$ cat config.mk
export PLATFORM = sky130hd
export DESIGN_NAME = trigger_sequencer
export DESIGN_NICKNAME = d
export VERILOG_FILES = /design/src/rtl/trigger_sequencer.sv
export SDC_FILE = /design/constraint.sdc
export NUM_CORES = 1
export LEC_CHECK = 0
export ABC_AREA = 1
export BUFFER_PORTS_ARGS = -buffer_cell sky130_fd_sc_hd__buf_2
export CORE_ASPECT_RATIO = 1.4
export CORE_MARGIN = 5
export CORE_UTILIZATION = 29
export DETAILED_ROUTE_END_ITERATION = 6
export PLACE_DENSITY = 0.45
export SLEW_MARGIN = 10
export SYNTH_ARGS = -nofsm -noshare
export SYNTH_HDL_FRONTEND = slang
export SYNTH_SLANG_ARGS = --single-unit
$ cat constraint.sdc
create_clock -name adc_sampleclk -period 9.6 [get_ports adc_sampleclk]
set_input_delay 1.44 -clock adc_sampleclk [delete_from_list [all_inputs] [get_ports adc_sampleclk]]
set_output_delay 1.44 -clock adc_sampleclk [all_outputs]
set_load 0.02 [all_outputs]
$ cat src/rtl/trigger_sequencer.sv
// trigger_sequencer: chains single-cycle trigger pulses into one capture trigger,
// each stage gated by a [min,max] gap window. Fail counter: TRIG_SEQ_FAIL_COUNT_EN.
module trigger_sequencer #(
   parameter int pNUM_TRIGGERS = 4,
   parameter int pWINDOW_WIDTH = 16
) (
   input  logic                                         adc_sampleclk,
   input  logic                                         reset,
   input  logic                                         armed_and_ready,
   input  logic                                         active,
   input  logic [pNUM_TRIGGERS-1:0]                     trigger_in,
   input  logic [2:0]                                   cfg_last_stage,
   input  logic [(pNUM_TRIGGERS-1)*pWINDOW_WIDTH-1:0]   cfg_window_min,
   input  logic [(pNUM_TRIGGERS-1)*pWINDOW_WIDTH-1:0]   cfg_window_max,
   output logic                                         trigger,
   output logic [2:0]                                   stage,
   output logic [1:0]                                   seq_state,
   output logic                                         fail,
   output logic [15:0]                                  fail_count
);

   localparam int CFGW = (pNUM_TRIGGERS-1)*pWINDOW_WIDTH;
   localparam logic [2:0] LAST_MAX = 3'(pNUM_TRIGGERS-1);
   localparam logic [pWINDOW_WIDTH-1:0] ONES = '1;
   localparam logic [pWINDOW_WIDTH-1:0] ONE =
      {{(pWINDOW_WIDTH-1){1'b0}}, 1'b1};

   typedef enum logic [1:0] {
      S_IDLE       = 2'd0,
      S_WAIT_FIRST = 2'd1,
      S_WAIT_NEXT  = 2'd2,
      S_DONE       = 2'd3
   } state_e;

   state_e                     state_q, state_d;
   logic [2:0]                 stage_q, stage_d;
   logic [pWINDOW_WIDTH-1:0]   cnt_q, cnt_d;
   logic                       trig_q, trig_d;
   logic                       fail_q, fail_d;
   logic [2:0]                 last_q, last_d;
   logic [CFGW-1:0]            min_q, min_d;
   logic [CFGW-1:0]            max_q, max_d;

   logic                       running;
   logic                       ev;
   logic [pWINDOW_WIDTH-1:0]   win_min;
   logic [pWINDOW_WIDTH-1:0]   win_max;
   logic [pWINDOW_WIDTH-1:0]   min_eff;
   logic [pWINDOW_WIDTH-1:0]   gap;
   logic [pWINDOW_WIDTH-1:0]   gap_next;
   logic                       in_window;
   logic                       timeout;

   assign running = active & armed_and_ready;

   // Select the awaited source bit and its window bounds for the current stage.
   always_comb begin
      ev      = 1'b0;
      win_min = '0;
      win_max = '0;
      for (int k = 0; k < pNUM_TRIGGERS; k++) begin
         if (stage_q == 3'(k)) ev = trigger_in[k];
      end
      for (int k = 1; k < pNUM_TRIGGERS; k++) begin
         if (stage_q == 3'(k)) begin
            win_min = min_q[(k-1)*pWINDOW_WIDTH +: pWINDOW_WIDTH];
            win_max = max_q[(k-1)*pWINDOW_WIDTH +: pWINDOW_WIDTH];
         end
      end
   end

   // Gap of an event this cycle, and of one arriving next cycle (both saturating).
   always_comb begin
      gap       = (cnt_q == ONES) ? ONES : cnt_q + ONE;
      gap_next  = (gap == ONES) ? ONES : gap + ONE;
      min_eff   = (win_min == '0) ? ONE : win_min;
      in_window = (gap >= min_eff) && (gap <= win_max);
      timeout   = gap_next > win_max;
   end

   // Next-state and registered-output logic of the sequencing FSM.
   always_comb begin
      state_d = state_q;
      stage_d = stage_q;
      cnt_d   = cnt_q;
      trig_d  = 1'b0;
      fail_d  = 1'b0;
      last_d  = last_q;
      min_d   = min_q;
      max_d   = max_q;
      if (!running) begin
         state_d = S_IDLE;
         stage_d = '0;
         cnt_d   = '0;
      end else begin
         unique case (state_q)
            S_IDLE: begin
               last_d  = (cfg_last_stage > LAST_MAX) ?
                         LAST_MAX : cfg_last_stage;
               min_d   = cfg_window_min;
               max_d   = cfg_window_max;
               state_d = S_WAIT_FIRST;
               stage_d = '0;
               cnt_d   = '0;
            end
            S_WAIT_FIRST: begin
               // A stage-0 pulse coinciding with a fail pulse is discarded.
               if (trigger_in[0] && !fail_q) begin
                  if (last_q == 3'd0) begin
                     trig_d  = 1'b1;
                     state_d = S_DONE;
                  end else begin
                     stage_d = 3'd1;
                     cnt_d   = '0;
                     state_d = S_WAIT_NEXT;
                  end
               end
            end
            S_WAIT_NEXT: begin
               cnt_d = gap;
               if (ev && in_window) begin
                  if (stage_q == last_q) begin
                     trig_d  = 1'b1;
                     state_d = S_DONE;
                  end else begin
                     stage_d = stage_q + 3'd1;
                     cnt_d   = '0;
                  end
               end else if (ev || timeout) begin
                  fail_d  = 1'b1;
                  state_d = S_WAIT_FIRST;
                  stage_d = '0;
                  cnt_d   = '0;
               end
            end
            S_DONE: begin
               state_d = S_DONE;
            end
            default: begin
               state_d = S_IDLE;
            end
         endcase
      end
   end

   // Sequencer state and configuration registers.
   always_ff @(posedge adc_sampleclk) begin
      if (reset) begin
         state_q <= S_IDLE;
         stage_q <= '0;
         cnt_q   <= '0;
         trig_q  <= 1'b0;
         fail_q  <= 1'b0;
         last_q  <= '0;
         min_q   <= '0;
         max_q   <= '0;
      end else begin
         state_q <= state_d;
         stage_q <= stage_d;
         cnt_q   <= cnt_d;
         trig_q  <= trig_d;
         fail_q  <= fail_d;
         last_q  <= last_d;
         min_q   <= min_d;
         max_q   <= max_d;
      end
   end

   assign trigger   = trig_q;
   assign stage     = stage_q;
   assign seq_state = state_q;
   assign fail      = fail_q;

`ifdef TRIG_SEQ_FAIL_COUNT_EN
   logic [15:0] fcnt_q, fcnt_d;

   // Saturating fail tally, cleared whenever a new arming starts.
   always_comb begin
      fcnt_d = fcnt_q;
      if (running && state_q == S_IDLE) begin
         fcnt_d = '0;
      end else if (fail_d && fcnt_q != 16'hFFFF) begin
         fcnt_d = fcnt_q + 16'd1;
      end
   end

   // Fail counter register.
   always_ff @(posedge adc_sampleclk) begin
      if (reset) fcnt_q <= '0;
      else       fcnt_q <= fcnt_d;
   end

   assign fail_count = fcnt_q;
`else
   assign fail_count = '0;
`endif

endmodule

-- Word-level counts from Yosys, hierarchy flattened
Index checks and enable logic that the tools add are counted.
- flip-flop bits (word level): 122
- bits of input ports: 107
- word-level logic and storage cells: 86
- $add $sub $neg: 3
- order comparisons: 4
- eq/ne operators: 14
- multiplexer cells: 38
- bitwise operators: 3
- reduce and logical (&&, ||, !) cells: 16
- operators by type and width (cell ; number):
    $mux 16 ; 14
    $pmux 16 s3 ; 1
    $add 16x1->16 const B ; 2
    $eq 16x16->1 const B ; 2
    $mux 3 ; 6
    $ge 16x16->1 ; 1
    $gt 16x16->1 ; 1
    $le 16x16->1 ; 1
    $logic_not 16->1 ; 1
    $mux 1 ; 10
    $ne 3x3->1 const B ; 3
    $pmux 3 s3 ; 1
    $mux 2 ; 4
    $pmux 2 s4 ; 1
    $eq 3x2->1 const B ; 2
    $logic_not 3->1 ; 2
    $reduce_and 3->1 ; 2
    $reduce_and 5->1 ; 1
    $eq 2x2->1 const B ; 2
    $ne 2x2->1 const B ; 2
    $reduce_or 4->1 ; 1
    $add 3x1->3 const B ; 1
    $eq 3x1->1 const B ; 1
    $eq 3x3->1 ; 1
    other kinds (12) ; 15

-- Longest topological paths before layout
Gate-level depths: netlist of the first run.
- word-level depth: 11
- depth in mapped cells: 35
- depth with buffers taken out: 35

-- Worst setup path after synthesis of the first run
Ideal clock, no wire load.
- path type: register to register
- start point: register cnt_q[0]
- end point: register cnt_q[6]
- setup time: 0.070 ns
- arrival time: 3.569 ns
- required time: 9.530 ns
- slack: 5.960 ns
- cell stages (with the launch flop): 29
- path buffers: 2
- period minus slack after synthesis: 3.640 ns
- cell sequence: dfxtp_1 ha_1 nand3_2 nor2_2 nand2_2 nor2_4 nand2_4 inv_2 nor2_1 inv_1 ha_1 nand3_4 nor2_8 inv_4 nor2_8 nand3_4 buf_6 nand3_1 ha_1 a21oi_1 nand2_1 a21oi_1 nand2_1 nand2_1 nand2_1 o21ai_2 buf_2 nand3_1 a21oi_1
- word-level cells in the longest chain between the ends: 9
- elaborated cells between the ends (all ways): 16
- classes of those cells: add/sub (2); order compare (3); eq/ne (2); mux (6); reduce/logical (3)
- RTL lines (element ; line ; source):
    from (decl) ; 37 ; logic [pWINDOW_WIDTH-1:0] cnt_q, cnt_d;
    from (signal assigned) ; 160 ; cnt_q <= cnt_d;
    $add 16x1->16 / $eq 16x16->1 (equally long branches) ; 74 ; gap = (cnt_q == ONES) ? ONES : cnt_q + ONE;
    $mux 16 (*) ; 74 ;
    $add 16x1->16 / $eq 16x16->1 (equally long branches) ; 75 ; gap_next = (gap == ONES) ? ONES : gap + ONE;
    $mux 16 ; 75 ;
    $gt 16x16->1 ; 78 ; timeout = gap_next > win_max;
    $logic_or 1x1->1 ; 129 ; end else if (ev || timeout) begin
    $mux 16 ; 129 ;
    $mux 16 (*) ; 121 ; if (ev && in_window) begin
    $pmux 16 s3 (*) ; 96 ; unique case (state_q)
Every way passes the cells marked *; elsewhere a longest branch is shown, timed or not.
A chain may end at the register's enable or synchronous reset.

-- Worst setup path after layout of the first run
- start point: register cnt_q[0]
- end point: register cnt_q[4]
Same word-level chain as after synthesis.

==> impl_metrics.py, run 1 <==
metrics = {
    "run_status": {
        "status": "finished, final reports clean",
    },
    "power_and_ir_drop": {
        "p_clk_frac": 0.491,
        "p_sw_w": 0.000304,
        "total_power_w": 0.00127,
        "intPower_w": 0.000966,
        "power_frac_comb": 0.080,
        "power_density_mw_per_mm2": 144,
        "seq_power_share": 0.429,
        "ir_drop_mv": 0.101,
        "switching_share": 0.240,
        "p_leak_nw": 3.99,
    },
    "final_layout": {
        "final_cell_mix": "inv_1, a21oi_1, o21ai_0",
        "layout-drive-gt1-share": 0.180,
        "multi_input_area_mm2": 0.00419,
        "num_antenna_cells": 0,
        "seqCellArea_mm2": 0.00244,
        "fillCellCount": 2734,
        "areaGrowthSynthToFinish_pct": 17.6,
        "final_common_cell": "inv_1",
        "final_nets": 1286,
    },
    "worst_setup_path": {
        "cp_top_family": "simple AND/OR/NAND/NOR gates",
        "path_class": "reg2reg",
        "cp_max_fo": 16,
        "path_buf_inv": 3,
        "arrival_ps": 4650,
        "setup.worst_path.start_class": "flip-flop",
        "path_depth": 26,
        "required_ps": 9930,
        "reg2reg_depth": 26,
        "slowest_delay_ps": 380,
        "endpoint_kind": "flip-flop",
        "cpMaxStageDelayCell": "dfxtp_1",
    },
    "yosys": {
        "synth-seq-cells": 122,
        "async_flop_share": 0,
        "synth_top_area_share": 0.325,
        "yosys_warnings": 0,
        "netlist_area_mm2": 0.00750,
        "synth.distinct_cells": 43,
        "yosysSeqAreaShare": 0.325,
        "avgSynthCellArea_um2": 7.24,
        "synth_area_leaders": "dfxtp_1, ha_1, a21oi_1",
        "synth_edf_count": 0,
        "synthCells": 1036,
        "synth_top_area_cell": "dfxtp_1",
        "ys.flop_type": "dfxtp_1",
    },
    "sta": {
        "slew_viol_final": 0,
        "period_needed_ps": 4330,
        "relSlewSlack": 0.228,
        "grt_setup_unrepaired": "false",
        "hold_viol_final": 0,
        "finClkSkew_ps": 11.1,
        "setup_tns_ps": 0,
        "finalSetupViolCount": 0,
        "fmax_mhz": 231,
        "post-route-period-util": 0.451,
        "max_slew.worst_pin.slew_ps": 1150,
    },
    "placed_design": {
        "gp_congestion": 0.808,
        "dp_hpwl_mm": 16.2,
        "numPortBuffers": 113,
    },
    "drt": {
        "drc": 0,
        "drt_iter0_drc": 318,
        "num_vias": 6921,
        "vias_per_cell": 4.77,
        "ant_nets": 0,
        "wl_per_cell_um": 15.1,
        "wl_mm": 22.0,
        "first_pass_iters": 4,
    },
    "clock_network": {
        "clk_pin_slew_ps": 60,
        "cts_buffers": 17,
        "cts_sinks": 122,
        "tritoncts": "built",
        "cts_max_path_buffers": 2,
        "ctsHoldBuffers": 0,
        "post_cts_buffers": 0,
        "h-tree-depth": 4,
        "post_cts_resized": 0,
        "cts-root-buf": "clkbuf_16",
        "clk_latency_ps": 420,
    },
    "floorplan": {
        "fp.dieH_um": 200,
        "die_w_um": 146,
        "die_area_mm2": 0.0292,
        "num_rows": 69,
        "start_util": 0.295,
        "ios": 130,
        "core_area_mm2": 0.0255,
    },
    "hold_path": {
        "hp-class": "reg2reg",
        "hold_depth": 2,
    },
    "global_routing": {
        "track_usage": 0.150,
        "grt_pass1_vias": 6805,
        "grt_max_degree": 105,
        "antenna_found_initial": 0,
        "grt_pass1_wl_mm": 35.4,
        "grt_overflow": 0,
    },
    "flow_run": {
        "drv_cap": 0,
    },
}
[layout make-up]
cell class,count,area share
multi-input cells,701,0.475
inverters,160,0.0686
clock buffers,20,0.0518
clock inverters,12,0.0140
flip-flops and latches,122,0.277
repair buffers,118,0.0683
well taps,319,0.0452
[final timing paths]
| path | startpoint | to | slack, ps |
|---|---|---|---|
| setup / recovery | cnt_q[0] | cnt_q[4] | 5270 |
| hold / removal | max_q[47] | max_q[47] | 440 |
| setup reg to reg | cnt_q[0] | cnt_q[4] | 5270 |
| hold reg to reg | max_q[47] | max_q[47] | 440 |
[sequential cells by signal, summed over array words and instances, names as in the netlist]
register   flops
max_q         48
stage          3
trigger        1
min_q         48
cnt_q         16
seq_state      2
last_q         3
fail           1
[Yosys cell counts, types with 3 or more instances]
library cell / n
nor3_1: 6
xor2_1: 3
o21ai_0: 140
nand2_1: 125
inv_1: 156
o21ai_2: 3
ha_1: 59
nand3_2: 11
o221ai_1: 31
nand2_4: 5
nand3_4: 4
nor2_2: 5
buf_4: 16
dfxtp_1: 122
nor2_1: 48
or2_2: 4
nand4_1: 16
clkbuf_1: 47
nand3_1: 45
nor2_8: 3
xnor2_1: 6
a21oi_1: 141
nand2_2: 7
[metal layers]
| layer | vias to the layer above | GRT usage | part of all wire |
|---|---|---|---|
| met4 | 0 | 0.0570 | 0.021 |
| li1 | 3620 | - | - |
| met1 | 3156 | 0.187 | 0.45 |
| met2 | 120 | 0.260 | 0.50 |
| met3 | 25 | 0.0231 | 0.028 |
| met5 | - | 0 | 0 |
[kinds of logic (layout without fill, tap and decap cells)]
group | after synthesis | in the layout | share of synthesized area
AOI/OAI and AO/OA | 324 | 324 | 0.237
and+or+nand+nor | 293 | 293 | 0.203
buffers and inverters | 228 | 310 | 0.125
DFF | 122 | 122 | 0.325
adders and majority gates | 59 | 59 | 0.0984
xor gates and xnor gates | 9 | 9 | 0.0105
other | 1 | 16 | 0.000500
[power by group through the flow]
stage	logic, W	registers [W]	clock network (W)
finish	0.000102	0.000545	0.000623
global route	0.000118	0.000548	0.000660
CTS	0.000104	0.000545	0.000639
detailed placement	0.000104	0.000556	0
global placement	0.000103	0.000556	0
floorplan	0.0000691	0.000554	0
[worst register-to-register path, cell delays in order (launching register included)]
cell	delay [ps]
dfxtp_1	380
ha_1	240
nand3_2	100
nor2_2	180
nand2_2	110
nor2_4	130
nand2_4	190
inv_2	130
nor2_1	100
inv_1	120
ha_1	260
nand3_4	120
nor2_8	140
inv_4	70
nor2_8	100
nand3_4	200
nand3_1	160
ha_1	250
a21oi_1	130
o21ai_0	90
a21oi_1	130
nand2_1	70
nand2_1	140
nand2_1	110
o21ai_2	290
nand3_1	150
a21oi_1	160
[stage by stage]
stage	hold WS [ps]	worst slack, ps	util	instances	cell area, um2
after floorplan	420	5960	-	1051	7560
after global routing	463	4680	0.346	1452	8820
after CTS	444	5210	0.346	1452	8820
after global placement	430	5280	0.324	1420	8240
after detailed placement	435	5230	0.324	1420	8240
final	441	5270	0.346	1452	8820
Power figures use the tool's default switching activity.
==> inputs of run 2 (changes only) <==
- clock period: 9.6 -> 4.2 ns (I/O delays scaled with it)
==> impl_metrics.py, run 2 (synthesis gave the netlist of run 1 again) <==
metrics = {
    "sta": {
        "slew_viol_final": 0,
        "finalSetupViolCount": 0,
        "max_slew.worst_pin.slew_ps": 1020,
        "grt_setup_unrepaired": "false",
        "finClkSkew_ps": 11.0,
        "fmax_mhz": 267,
        "setup_tns_ps": 0,
        "post-route-period-util": 0.891,
        "relSlewSlack": 0.317,
        "hold_viol_final": 0,
        "period_needed_ps": 3740,
    },
    "drt": {
        "wl_mm": 22.1,
        "drc": 0,
        "ant_nets": 0,
        "first_pass_iters": 5,
        "drt_iter0_drc": 246,
        "num_vias": 6931,
        "vias_per_cell": 4.71,
        "wl_per_cell_um": 15.0,
    },
    "final_layout": {
        "final_nets": 1305,
        "finalNonFillerCells": 1470,
        "areaGrowthSynthToFinish_pct": 21.0,
        "layout-drive-gt1-share": 0.202,
        "fillCellCount": 2726,
        "final_core_util": 0.357,
        "final_cell_mix": "inv_1, a21oi_1, o21ai_0",
        "top_regs": "max_q (48), min_q (48), cnt_q (16)",
        "num_antenna_cells": 0,
        "final_common_cell": "inv_1",
    },
    "global_routing": {
        "antenna_found_initial": 0,
        "track_usage": 0.149,
        "grt_pass1_vias": 6820,
        "grt_pass1_wl_mm": 35.4,
        "grt_max_degree": 98,
        "grt_overflow": 0,
    },
    "flow_run": {
        "drv_cap": 0,
    },
    "worst_setup_path": {
        "worstReg2RegStart": "stage[0]",
        "r2r_end": "cnt_q[13]",
        "setup.worst_path.start_class": "flip-flop",
        "r2r_slack_ps": 460,
        "reg2reg_depth": 23,
        "cp_max_fo": 32,
        "required_ps": 4510,
        "endpoint_kind": "flip-flop",
        "arrival_ps": 4060,
        "path_class": "reg2reg",
    },
    "power_and_ir_drop": {
        "seq_power_share": 0.433,
        "p_leak_nw": 4.09,
        "intPower_w": 0.00220,
        "p_clk_frac": 0.484,
        "p_sw_w": 0.000676,
        "switching_share": 0.235,
        "ir_drop_mv": 0.263,
        "power_density_mw_per_mm2": 317,
        "power_frac_comb": 0.082,
    },
    "hold_path": {
        "hold_end": "last_q[1]",
        "hold_depth": 2,
        "hp-class": "in2reg",
        "worstHoldStart": "reset",
    },
    "floorplan": {
        "ios": 130,
        "num_rows": 69,
        "die_w_um": 146,
        "start_util": 0.295,
        "fp.dieH_um": 200,
        "die_area_mm2": 0.0292,
        "core_area_mm2": 0.0255,
    },
    "clock_network": {
        "h-tree-depth": 4,
        "clk_pin_slew_ps": 50,
        "clk_latency_ps": 420,
        "cts_buffers": 17,
        "cts_sinks": 122,
        "cts-root-buf": "clkbuf_16",
        "cts_max_path_buffers": 2,
        "tritoncts": "built",
    },
    "placed_design": {
        "gp_congestion": 0.809,
        "place.detailed.instances": 1438,
        "numPortBuffers": 113,
        "dp_hpwl_mm": 16.5,
    },
    "run_status": {
        "status": "finished, final reports clean",
    },
}
==> run 2: changes by cell type in the layout (fill, tap and decap cells not counted), moves of 3 or more <==
cell | before | now
buf_4 | 5 | 19
o221ai_2 | 0 | 3
clkbuf_8 | 2 | 5
buf_12 | 0 | 4
o221ai_1 | 31 | 28
clkinv_2 | 5 | 2
==> run 2: area by class of cell <==
| class | count | area [um2] | share of cell area |
|---|---|---|---|
| clock buffers | 25 | 505 | 0.0557 |
| clock inverters | 6 | 62.6 | 0.00689 |
| inverters | 160 | 606 | 0.0667 |
| multi-input cells | 702 | 4280 | 0.471 |
| flip-flops and latches | 122 | 2440 | 0.269 |
| well taps | 319 | 399 | 0.0440 |
| repair buffers | 136 | 788 | 0.0868 |
==> run 2: how the worst max path moves through the flow <==
stage / startpoint / end / slack [ps] / cells after the start
6_report: stage[0] / cnt_q[13] / 460 / 23
5_1_grt: cnt_q[0] / stage[1] / 20 / 29
4_1_cts: cnt_q[0] / stage[2] / 100 / 25
3_5_place_dp: cnt_q[0] / stage[2] / 120 / 25
3_3_place_gp: cnt_q[0] / seq_state[1] / 170 / 25
2_1_floorplan: cnt_q[0] / cnt_q[6] / 560 / 28
==> run 2: power by group through the flow <==
stage	Sequential, W	Clock (W)	Combinational [W]
after CTS	0.00125	0.00144	0.000239
final	0.00125	0.00139	0.000236
after floorplan	0.00127	0	0.000158
after global routing	0.00125	0.00149	0.000274
after detailed placement	0.00127	0	0.000239
after global placement	0.00127	0	0.000237
==> run 2: layer usage <==
| layer | share of wire | up-vias | wire length [um] | global-route usage |
|---|---|---|---|---|
| met5 | 0 | - | 0 | 0 |
| met4 | 0.016 | 0 | 358 | 0.0482 |
| met3 | 0.028 | 19 | 622 | 0.0246 |
| met2 | 0.50 | 113 | 11100 | 0.260 |
| met1 | 0.45 | 3132 | 9980 | 0.188 |
| li1 | - | 3667 | - | - |
==> run 2: per-stage QoR <==
step	cell area [um2]	power [W]	hold WS, ps	worst slack (ps)
after detailed placement	8430	0.00151	434	125
final	9080	0.00288	437	456
after CTS	9000	0.00293	410	101
after global placement	8430	0.00151	430	173
after global routing	9080	0.00302	430	17.7
after floorplan	7560	0.00142	420	560
==> run 2: what timing repair did <==
item                                    4_1_cts  5_1_grt
endpoints found under the setup margin        0       21
gates resized for setup                       0       18
hold buffers                                  0        0
hold endpoints to repair                      0        0
buffers inserted                              0        0
==> run 2: critical path, stage by stage (launching register included) <==
cell      delay (ps)
dfxtp_1          450
inv_1            150
ha_1             270
nor2_1           120
nand2_1           60
buf_4            260
o221ai_1         290
o21ai_0          220
nand4_1          150
nor2_1            50
nand2_1           50
nand2_1           50
ha_1             280
nand4_1           90
nor2_1           100
nor2_1            50
nand2_1           50
nand2_1           60
a21oi_2          180
nand2_1          130
o21ai_2          180
buf_12           160
nand3_1           80
a21oi_1          130
==> inputs of run 3 (changes only) <==
- CELL_PAD_IN_SITES_DETAIL_PLACEMENT: default -> 0
- CELL_PAD_IN_SITES_GLOBAL_PLACEMENT: default -> 1
- PLACE_DENSITY: 0.45 -> 0.59
==> impl_metrics.py, run 3 (synthesis gave the netlist of run 1 again) <==
metrics = {
    "clock_network": {
        "ctsHoldBuffers": 0,
        "h-tree-depth": 4,
        "cts_max_path_buffers": 2,
        "tritoncts": "built",
        "cts_buffers": 17,
        "cts-root-buf": "clkbuf_16",
        "cts_sinks": 122,
        "clk_latency_ps": 430,
        "clk_pin_slew_ps": 60,
    },
    "global_routing": {
        "track_usage": 0.155,
        "grt_overflow": 0,
        "grt_max_degree": 198,
        "antenna_found_initial": 0,
        "grt_pass1_wl_mm": 36.4,
        "grt_pass1_vias": 6873,
    },
    "floorplan": {
        "num_rows": 69,
        "die_area_mm2": 0.0292,
        "start_util": 0.295,
        "fp.dieH_um": 200,
        "ios": 130,
        "core_area_mm2": 0.0255,
        "die_w_um": 146,
    },
    "placed_design": {
        "place.detailed.instances": 1441,
        "numPortBuffers": 113,
        "dp_hpwl_mm": 16.7,
        "gp_congestion": 0.783,
    },
    "worst_setup_path": {
        "path_common_cell": "nand2_2",
        "path_class": "reg2reg",
        "r2r_slack_ps": 300,
        "cpMaxStageDelayCell": "dfxtp_1",
        "worstReg2RegStart": "cnt_q[1]",
        "cp_top_family": "simple AND/OR/NAND/NOR gates",
        "slowest_delay_ps": 360,
        "endpoint_kind": "flip-flop",
        "cp_max_fo": 13,
        "path_buf_inv": 1,
        "required_ps": 4530,
        "r2r_end": "cnt_q[7]",
        "reg2reg_depth": 22,
        "arrival_ps": 4230,
        "path_cells": "ha_2, nand3_2, nor2_4, nand2_2, nor2_4, nand2_4, buf_4, o21ai_2, nand2_2, nor2_8, nand2_2, o21ai_0, nand3_1, ha_1, nand2_1, nor3_2, nand3_1, nand2_2, nand2_2, o21ai_4, nand3_1, a21oi_1",
        "path_depth": 22,
        "setup.worst_path.start_class": "flip-flop",
        "critical_path.startpoint": "cnt_q[1]",
    },
    "run_status": {
        "status": "finished, final reports clean",
    },
    "power_and_ir_drop": {
        "power_density_mw_per_mm2": 336,
        "p_leak_nw": 4.17,
        "total_power_w": 0.00309,
        "ir_drop_mv": 0.283,
    },
    "drt": {
        "vias_per_cell": 4.80,
        "drc": 0,
        "wl_mm": 22.9,
        "num_vias": 7087,
        "drt_iter0_drc": 419,
        "first_pass_iters": 5,
        "wl_per_cell_um": 15.5,
        "ant_nets": 0,
    },
    "sta": {
        "setup_tns_ps": 0,
        "max_slew.worst_pin.slew_ps": 986,
        "hold_viol_final": 0,
        "fmax_mhz": 257,
        "relSlewSlack": 0.341,
        "post-route-period-util": 0.928,
        "finClkSkew_ps": 7.13,
        "period_needed_ps": 3900,
        "finalSetupViolCount": 0,
        "slew_viol_final": 0,
    },
    "hold_path": {
        "hold_depth": 2,
        "hp-class": "in2reg",
        "hold_end": "last_q[0]",
        "worstHoldStart": "reset",
    },
    "final_layout": {
        "final_nets": 1310,
        "finalNonFillerCells": 1476,
        "num_antenna_cells": 0,
        "layout-drive-gt1-share": 0.206,
        "final_common_cell": "inv_1",
        "areaGrowthSynthToFinish_pct": 22.6,
        "top_regs": "max_q (48), min_q (48), cnt_q (16)",
        "final_cell_mix": "inv_1, a21oi_1, o21ai_0",
    },
    "flow_run": {
        "drv_cap": 0,
    },
}
-- run 3: cell count changes in the layout (fill, tap and decap cells not counted), moves of 2 or more --
cell / delta
o221ai_2: -3
clkbuf_1: -2
buf_4: +3
bufinv_16: +3
o221ai_1: +3
-- run 3: report_power, final --
part           switching [W]  internal (W)  total, W
sequential         0.0000206       0.00122   0.00125
combinational       0.000150     0.0000863  0.000237
clock               0.000551       0.00106   0.00161
total               0.000722       0.00237   0.00309
-- run 3: cell type report --
class	instances	area [um2]
clock buffers	22	484
clock inverters	10	163
fillers	2719	16300
inverters	160	606
multi-input cells	703	4280
flip-flops and latches	122	2440
well taps	319	399
repair buffers	140	831
-- run 3: per-layer routing --
layer,GRT usage,wire (um),up-vias
li1,-,-,3674
met1,0.197,10400,3267
met2,0.268,11400,120
met3,0.0255,716,26
met4,0.0472,412,0
met5,0,0,-
-- run 3: what timing repair did --
| action | CTS | global route |
|---|---|---|
| endpoints found under the setup margin | 14 | 21 |
| buffers inserted | 0 | 1 |
| cloned | 0 | 2 |
| endpoints found under the hold margin | 0 | 0 |
| gates resized for setup | 1 | 16 |
-- run 3: worst max path at each step --
stage / endpoint
after detailed placement: cnt_q[12]
after global placement: cnt_q[0]
after floorplan: cnt_q[6]
final: cnt_q[7]
after CTS: cnt_q[12]
after global routing: cnt_q[1]
-- run 3: worst reg2reg max path, cell delays in order, from the launching register on --
cell	delay (ps)
dfxtp_1	360
ha_2	230
nand3_2	110
nor2_4	150
nand2_2	100
nor2_4	120
nand2_4	80
buf_4	220
o21ai_2	200
nand2_2	170
nor2_8	180
nand2_2	80
o21ai_0	190
nand3_1	120
ha_1	310
nand2_1	80
nor3_2	250
nand3_1	130
nand2_2	140
nand2_2	130
o21ai_4	190
nand3_1	140
a21oi_1	140
-- run 3: per-stage QoR --
step | util | setup WS (ps) | hold WS (ps) | area (um2)
2_1_floorplan | - | 560 | 420 | 7560
3_3_place_gp | 0.332 | 62.5 | 429 | 8460
3_5_place_dp | 0.332 | -10.2 | 434 | 8460
4_1_cts | 0.358 | 63.9 | 394 | 9120
6_report | 0.361 | 302 | 411 | 9200
5_1_grt | 0.361 | -37.9 | 407 | 9200
